<file path="config.mk">
export PLATFORM = sky130hd
export DESIGN_NAME = bitbakery_serial_packet_tx
export DESIGN_NICKNAME = d
export VERILOG_FILES = /design/src/rtl/bitbakery_serial_pkg.sv /design/src/rtl/bitbakery_uart_framer.sv /design/src/rtl/bitbakery_serial_packet_tx.sv
export SDC_FILE = /design/constraint.sdc
export NUM_CORES = 2
export LEC_CHECK = 0
export CORE_MARGIN = 2
export CORE_UTILIZATION = 45
export DETAILED_ROUTE_END_ITERATION = 12
export PLACE_DENSITY = 0.69
export SLEW_MARGIN = 20
export SYNTH_ARGS = -nofsm -noshare
export SYNTH_HDL_FRONTEND = slang
export SYNTH_SLANG_ARGS = --single-unit
</file>
<file path="constraint.sdc">
create_clock -name clock -period 41.4 [get_ports clock]
set_clock_uncertainty 0.05 [all_clocks]
set_input_delay 6.21 -clock clock [delete_from_list [all_inputs] [get_ports clock]]
set_output_delay 6.21 -clock clock [all_outputs]
set_load 0.005 [all_outputs]
</file>
<file path="src/rtl/bitbakery_serial_pkg.sv">
// Shared definitions for the serial packet transmitter: FSM state codes,
// parity modes and default framing bytes.
package bitbakery_serial_pkg;

   typedef enum logic [2:0] {
      IDLE       = 3'd0,
      START_BIT  = 3'd1,
      DATA_BITS  = 3'd2,
      PARITY_BIT = 3'd3,
      STOP_BIT   = 3'd4
   } state_t;

   localparam int PAR_NONE = 0;
   localparam int PAR_EVEN = 1;
   localparam int PAR_ODD  = 2;

   localparam logic [7:0] DEF_START_BYTE = 8'hFF;
   localparam logic [7:0] DEF_END_BYTE   = 8'hFE;

endpackage

</file>
<file path="src/rtl/bitbakery_uart_framer.sv">
// Single-byte UART framer: start, 8 data bits LSB first, optional parity, stop.
// Chains straight into the next frame when i_next is high at the end of stop.
module bitbakery_uart_framer
   import bitbakery_serial_pkg::*;
#(
   parameter int CLK_PER_BIT = 434,
   parameter int PARITY      = PAR_EVEN
) (
   input  logic       i_clk,
   input  logic       i_rst,
   input  logic       i_go,
   input  logic       i_next,
   input  logic [7:0] i_byte,
   output logic       o_serial,
   output logic       o_busy,
   output logic       o_frame_end,
   output state_t     o_state
);

   localparam int             TW        = $clog2(CLK_PER_BIT);
   localparam logic [TW-1:0]  TICK_LAST = TW'(CLK_PER_BIT - 1);
   localparam logic           PAR_INV   = (PARITY == PAR_ODD);

   state_t          r_state;
   logic [TW-1:0]   r_tick;
   logic [2:0]      r_bitn;
   logic [7:0]      r_shift;
   logic            r_par;
   logic            r_serial;
   logic            r_busy;
   logic            w_bit_end;

   assign w_bit_end   = (r_tick == TICK_LAST);
   assign o_frame_end = (r_state == STOP_BIT) && w_bit_end;
   assign o_state     = r_state;
   assign o_serial    = r_serial;
   assign o_busy      = r_busy;

   always_ff @(posedge i_clk or posedge i_rst) begin
      if (i_rst) begin
         r_state  <= IDLE;
         r_tick   <= '0;
         r_bitn   <= '0;
         r_shift  <= '0;
         r_par    <= 1'b0;
         r_serial <= 1'b1;
         r_busy   <= 1'b0;
      end else begin
         if (r_state != IDLE)
            r_tick <= w_bit_end ? '0 : r_tick + 1'b1;
         case (r_state)
            IDLE: begin
               if (i_go) begin
                  r_state  <= START_BIT;
                  r_serial <= 1'b0;
                  r_busy   <= 1'b1;
               end
            end
            // byte is sampled at the end of the start bit, once the buffer is stable
            START_BIT: begin
               if (w_bit_end) begin
                  r_state  <= DATA_BITS;
                  r_shift  <= i_byte;
                  r_serial <= i_byte[0];
                  r_bitn   <= '0;
                  r_par    <= (^i_byte) ^ PAR_INV;
               end
            end
            DATA_BITS: begin
               if (w_bit_end) begin
                  if (r_bitn == 3'd7) begin
                     if (PARITY == PAR_NONE) begin
                        r_state  <= STOP_BIT;
                        r_serial <= 1'b1;
                     end else begin
                        r_state  <= PARITY_BIT;
                        r_serial <= r_par;
                     end
                  end else begin
                     r_bitn   <= r_bitn + 1'b1;
                     r_shift  <= r_shift >> 1;
                     r_serial <= r_shift[1];
                  end
               end
            end
            PARITY_BIT: begin
               if (w_bit_end) begin
                  r_state  <= STOP_BIT;
                  r_serial <= 1'b1;
               end
            end
            STOP_BIT: begin
               if (w_bit_end) begin
                  if (i_next) begin
                     r_state  <= START_BIT;
                     r_serial <= 1'b0;
                  end else begin
                     r_state  <= IDLE;
                     r_busy   <= 1'b0;
                  end
               end
            end
            default: begin
               r_state  <= IDLE;
               r_serial <= 1'b1;
               r_busy   <= 1'b0;
            end
         endcase
      end
   end

endmodule

</file>
<file path="src/rtl/bitbakery_serial_packet_tx.sv">
// Packet transmitter: snapshots framing + status + map bytes on iniciar and
// streams them back to back through the byte framer.
module bitbakery_serial_packet_tx
   import bitbakery_serial_pkg::*;
#(
   parameter int         N_DATA      = 3,
   parameter int         MAP_BYTES   = 64,
   parameter int         CLK_PER_BIT = 434,
   parameter int         PARITY      = PAR_EVEN,
   parameter logic [7:0] START_BYTE  = DEF_START_BYTE,
   parameter logic [7:0] END_BYTE    = DEF_END_BYTE
) (
   input  logic                                          clock,
   input  logic                                          reset,
   input  logic                                          iniciar,
   input  logic [8*N_DATA-1:0]                           dados,
   input  logic [(MAP_BYTES > 0 ? 8*MAP_BYTES : 8)-1:0]  map_data,
   output logic                                          saida_serial,
   output logic                                          ocupado,
   output logic                                          pronto,
   output logic [2:0]                                    db_estado
);

   localparam int L     = N_DATA + MAP_BYTES + 2;
   localparam int IDX_W = $clog2(L);
   localparam logic [IDX_W-1:0] IDX_LAST = IDX_W'(L - 1);

   logic [8*L-1:0]   r_buf;
   logic [IDX_W-1:0] r_idx;
   logic             r_pronto;
   logic [8*L-1:0]   w_pkt;
   logic [7:0]       w_byte;
   logic             w_accept;
   logic             w_next;
   logic             w_frame_end;
   state_t           w_state;

   // framing bytes live in the buffer too, so byte selection is one flat index
   generate
      if (MAP_BYTES > 0) begin : g_map
         assign w_pkt = {END_BYTE, map_data, dados, START_BYTE};
      end else begin : g_nomap
         assign w_pkt = {END_BYTE, dados, START_BYTE};
      end
   endgenerate

   assign w_accept = iniciar && (w_state == IDLE);
   assign w_next   = (r_idx != IDX_LAST);
   assign w_byte   = r_buf[{r_idx, 3'b000} +: 8];

   always_ff @(posedge clock or posedge reset) begin
      if (reset) begin
         r_buf    <= '0;
         r_idx    <= '0;
         r_pronto <= 1'b0;
      end else begin
         r_pronto <= w_frame_end && !w_next;
         if (w_accept) begin
            r_buf <= w_pkt;
            r_idx <= '0;
         end else if (w_frame_end) begin
            r_idx <= w_next ? r_idx + 1'b1 : '0;
         end
      end
   end

   bitbakery_uart_framer #(
      .CLK_PER_BIT (CLK_PER_BIT),
      .PARITY      (PARITY)
   ) u_framer (
      .i_clk       (clock),
      .i_rst       (reset),
      .i_go        (w_accept),
      .i_next      (w_next),
      .i_byte      (w_byte),
      .o_serial    (saida_serial),
      .o_busy      (ocupado),
      .o_frame_end (w_frame_end),
      .o_state     (w_state)
   );

   assign pronto    = r_pronto;
   assign db_estado = w_state;

endmodule

</file>
======== Word level (Yosys, flattened, before mapping) ========
Index checks and enable logic that the tools add are counted.
Widths: inputs -> output; s select.
word-level totals
  register bits after elaboration ......... 579
  ROM bits ................................ 0
  output and inout bits ................... 6
  bits in latches ......................... 0
  memories ................................ 0
  input port bits ......................... 539
  memory bits (writable) .................. 0
cells by class
  shift-type cells ........................ 1
  reduce and logical (&&, ||, !) cells .... 15
  divide/modulo/power cells ............... 0
  bitwise logic cells ..................... 1
  muxes and demuxes ....................... 32
  multipliers ............................. 0
  magnitude comparators ................... 0
  add/sub/neg operators ................... 3
  eq/ne operators ......................... 16
operators by type and width
  kind                 count
  $shiftx 552x11->8    1
  $mux 3               9
  $mux 8               3
  $mux 7               3
  $pmux 8 s2           1
  $pmux 3 s5           1
  $ne 2x1->1 const B   6
  $reduce_and 6->1     2
  $mux 1               11
  $add 9x1->9 const B  1
  $eq 9x9->1 const B   1
  $mux 9               1
  $reduce_and 4->1     2
  $reduce_xor 8->1     1
  $add 7x1->7 const B  1
  $ne 7x7->1 const B   1
  $eq 3x2->1 const B   2
  $eq 3x3->1 const B   2
  $ne 2x2->1 const B   3
  $pmux 3 s2           1
  $pmux 1 s5           1
  $reduce_bool 2->1    2
  $add 3x1->3 const B  1
  $eq 3x1->1 const B   1
  other kinds (8)      10

======== Logic depth before layout (Yosys ltp) ========
  word-level depth ........................ 4
  mapped depth ............................ 13
  gate-level depth less buffers ........... 9

======== Cells and area by module ========
From an unflattened synthesis, not the netlist that was laid out.
unflattened totals
  cell total of the unflattened synthesis .. 1712
  area, all modules ....................... 26271.4 um^2
modules (own cells, without submodules)
  module                      cells each  area each (um^2)  instances
  bitbakery_serial_packet_tx  1571        24841.3           1
  bitbakery_uart_framer       141         1430.1            1

======== Worst setup path after synthesis ========
No wires, ideal clock.
  path type ............................... input -> register
  start point ............................. input port iniciar
  end point ............................... register r_buf[100]
  cell stages on the path ................. 7
  setup time .............................. 0.065 ns
  arrival time ............................ 7.462 ns
  slack ................................... 33.822 ns
  cell sequence ........................... nor2b_1 -> and2_1 -> clkbuf_1 -> clkbuf_1 -> clkbuf_1 -> nand2_1 -> nand2_1
between the ends
  longest elaborated chain between the ends .. 1
RTL lines
  item                  RTL line                          text
  start, declared       bitbakery_serial_packet_tx.sv:15  input logic iniciar,
  $logic_and 1x1->1     bitbakery_serial_packet_tx.sv:47  assign w_accept = iniciar && (w_state == IDLE);
  end signal, assigned  bitbakery_serial_packet_tx.sv:59  r_buf <= w_pkt;
  end, declared         bitbakery_serial_packet_tx.sv:28  logic [8*L-1:0] r_buf;
No other way between the ends.
A chain may end at the register's enable or synchronous reset.

======== Worst setup path in the final report ========
  start point ............................. input port iniciar
  end point ............................... register r_buf[519]
The elaborated chain is that of the path after synthesis.

==> summary.txt <==
Status = completed
Placed cell area = 32200 sq um
Leakage power = 17.7 nW
Worst VDD drop = 0.0000348 V
Final Util = 0.593
Via total after detailed routing = 22.0k
Fill count = 4997
Share of power burned in registers = 0.477
Count of pins on the block boundary = 545
Area of all placed cells without fillers = 34300 sq um
Dominant cells by area after synthesis = sky130_fd_sc_hd__dfrtp_1 54%, sky130_fd_sc_hd__nand2_1 24%, sky130_fd_sc_hd__mux4_2 9.1%
Core area = 57800 sq um
Chain of cells forming the critical path = clkdlybuf4s50_1 -> nor2b_1 -> and2_4 -> buf_4 -> buf_4 -> nand2_1 -> nand2_1
Final hold violation count = 0
Pin count of the biggest net entering global routing = 264
Number of antenna violations at the first check in global routing = 12
Mapped Avg Cell Area = 9.18 sq um
Slowest-stage cell, CP = sky130_fd_sc_hd__buf_4
Post-DR vias/cell = 5.31
Resize count post-CTS = 0
Type of the worst min-delay path = flip-flop to flip-flop
CP Max Fanout = 102
Total instance count after detailed placement = 4027
Net count of the mapped netlist = 3417
Achievable Freq = 108 MHz
Cell Pwr Density = 34.0 nW/um^2
Number of design-rule violations left by the first detailed-router iteration = 1881
Worst hold slack across all endpoints = 0.418 ns
Fraction of post-synthesis cell area in the top cell type by area = 0.540
Y dimension of the die = 246 um
Worst-skew pair later-pin latency = 0.61 ns
Final count of pins violating max slew = 0
Async set-or-reset flop fraction in the synthesized netlist = 1.00
Setup slack on the worst flop-to-flop path = 36.32 ns
Final setup TNS = 0 ns
Post-route DRC = 0
Place WS = 31.65 ns
Critical path startpoint = iniciar
Leading cell type by number of instances after synthesis = sky130_fd_sc_hd__nand2_1
Cell types with the highest counts after synthesis = 1669 x sky130_fd_sc_hd__nand2_1, 569 x sky130_fd_sc_hd__dfrtp_1, 141 x sky130_fd_sc_hd__clkbuf_1
Share of power burned in combinational logic = 0.060
Final Critical Period = 9.24 ns
Final number of setup-violating endpoints = 0
P_int = 0.924 mW
Clock network fraction of design power = 0.463
Die footprint = 60500 sq um
Wire length reported by the detailed router = 85400 um
Count of unique library cells instantiated by Yosys = 62
Cts bufs inserted = 59
Die width = 246 um
Wire length of the first global-routing pass = 131000 um
Post-Syn Area = 26400 sq um
Element type at the critical path end = flip-flop
WL/cell = 20.6 um
CTS root buf = sky130_fd_sc_hd__clkbuf_16
Max Cap Viol = 0
EDFF count, synth = 0
Register area share after synthesis = 0.541
Detailed Routing Iterations Pass 1 = 7
Net switching power of the design = 0.243 mW
Area taken by flip-flops and latches = 14300 sq um
Gr ovfl total = 0
Clock edge transition at the registers on the reported setup and hold paths = 0.06 ns
Cell type contributing the most total cell area after synthesis = sky130_fd_sc_hd__dfrtp_1
Number of warnings reported in the yosys synthesis log = 0
Worst setup path class = primary input to flip-flop
Fraction of final layout cells sized beyond drive strength 1 = 0.0755
Worst rel slew slack = 0.277
Clock tree from TritonCTS = done
Post-layout worst setup margin = 32.16 ns
Starting density of the core = 0.456
Origin of the worst min-delay path = r_buf[505]$_DFFE_PP0P_
Layout net count = 3870
Hold Buf Count CTS = 0
Buffers on Ports = 544
Sink count of the clock tree = 570
Predominant post-synthesis flop cell = sky130_fd_sc_hd__dfrtp_1
GPL Wtd Cong = 0.885
Rows = 88
Combined area of the multi-input logic cells = 11300 sq um
Total of flip-flops plus latches after synthesis = 570
Number of antenna-violating nets in the routed design = 0
Global router's overall resource usage = 0.284
Required time reported for the critical path endpoint = 41.89 ns
Unrepaired setup endpoints after global routing = no
Net switching fraction of the power = 0.208
Launch point of the worst reg-to-reg path = r_idx[1]$_DFFE_PP0P_
Sum of internal, switching and leakage power = 1.17 mW
Largest buffer count on any clock path = 3
HPWL Detailed = 61400 um
Htree depth = 2
Transition time at the pin with the least slew margin = 1.08 ns
Post-CTS setup buffer count = 0
Area growth from synthesis to final layout = 30.1%
Largest stage delay, worst path = 0.87 ns
Vias in the first global route = 22.8k
Critical Path Start Type = primary input
Arrival time at the worst endpoint = 9.73 ns
Number of instances in the synthesized netlist = 2872
Final clock period utilization by the worst path = 0.223
Number of non-filler instances in the completed layout = 4143
==> layer usage <==
layer	up-vias	share of wire	global-route usage
met5	-	0.00049	0
met4	6	0.033	0.111
met3	136	0.067	0.0516
met2	780	0.49	0.462
met1	10900	0.41	0.378
li1	10200	-	-
==> state kept, by name (all words and copies together), names as in the netlist <==
signal and cells:
u_framer.r_shift 7, u_framer.o_state 3, u_framer.r_tick 9, u_framer.o_serial 1
u_framer.r_par 1, u_framer.r_bitn 3, r_idx 7, u_framer.o_busy 1
r_buf 537, pronto 1
==> final timing paths <==
| path | to | cells after the start |
|---|---|---|
| max | r_buf[519]$_DFFE_PP0P_ | 7 |
| min | r_buf[505]$_DFFE_PP0P_ | 2 |
| max reg2reg | u_framer.r_par$_DFFE_PP0P_ | 11 |
| min reg2reg | r_buf[505]$_DFFE_PP0P_ | 2 |
| max in group asynchronous | r_buf[448]$_DFFE_PP0P_ | 5 |
| min in group asynchronous | r_buf[157]$_DFFE_PP0P_ | 2 |
==> kinds of logic after synthesis <==
| family | share of synthesized area |
|---|---|
| XOR/XNOR | 0.00413 |
| multiplexers | 0.121 |
| flip-flops | 0.541 |
| AND/OR/NAND/NOR | 0.260 |
| AO/OA/AOI/OAI | 0.0391 |
| buffers and inverters | 0.0318 |
| adder cells (fa/ha/maj) | 0.00285 |
==> power by group through the flow <==
stage          Clock, mW  Sequential (mW)  Combinational (mW)
6_report           0.541            0.557              0.0699
5_1_grt            0.575            0.557              0.0741
4_1_cts            0.549            0.557              0.0703
3_5_place_dp           0            0.567              0.0698
3_3_place_gp           0            0.567              0.0704
2_1_floorplan          0            0.568             0.00873
==> layout make-up <==
class / instances / share of cell area
inverters: 10 / 0.00131
flip-flops and latches: 570 / 0.416
well taps: 765 / 0.0279
clock buffers: 88 / 0.0524
repair buffers: 572 / 0.167
clock inverters: 14 / 0.00503
multi-input cells: 2112 / 0.329
diodes: 12 / 0.000876
==> worst max-delay path, delay by kind of cell <==
kind                   cells  cell delay, ns
buffers and inverters      3            2.08
AND/OR/NAND/NOR            4            1.27
==> placed cells by master, fill, tap and decap left out, types with 6 or more instances in the layout <==
cell type	count
sky130_fd_sc_hd__a21oi_1	27
sky130_fd_sc_hd__o21ai_0	29
sky130_fd_sc_hd__a22oi_1	29
sky130_fd_sc_hd__clkbuf_1	10
sky130_fd_sc_hd__buf_4	21
sky130_fd_sc_hd__mux2i_1	48
sky130_fd_sc_hd__mux2_2	11
sky130_fd_sc_hd__mux4_1	7
sky130_fd_sc_hd__mux4_2	107
sky130_fd_sc_hd__clkbuf_8	17
sky130_fd_sc_hd__nand2_1	1668
sky130_fd_sc_hd__inv_1	7
sky130_fd_sc_hd__dfrtp_1	566
sky130_fd_sc_hd__a221oi_1	9
sky130_fd_sc_hd__ha_1	6
sky130_fd_sc_hd__nor3_1	7
sky130_fd_sc_hd__o22ai_1	13
sky130_fd_sc_hd__nor2b_1	10
sky130_fd_sc_hd__nor2_1	29
sky130_fd_sc_hd__clkinv_2	9
sky130_fd_sc_hd__clkdlybuf4s50_1	544
sky130_fd_sc_hd__nand3_1	15
sky130_fd_sc_hd__clkbuf_16	61
sky130_fd_sc_hd__diode_2	12
sky130_fd_sc_hd__nand4_1	6
No activity file was read; power rests on OpenSTA's default activity.
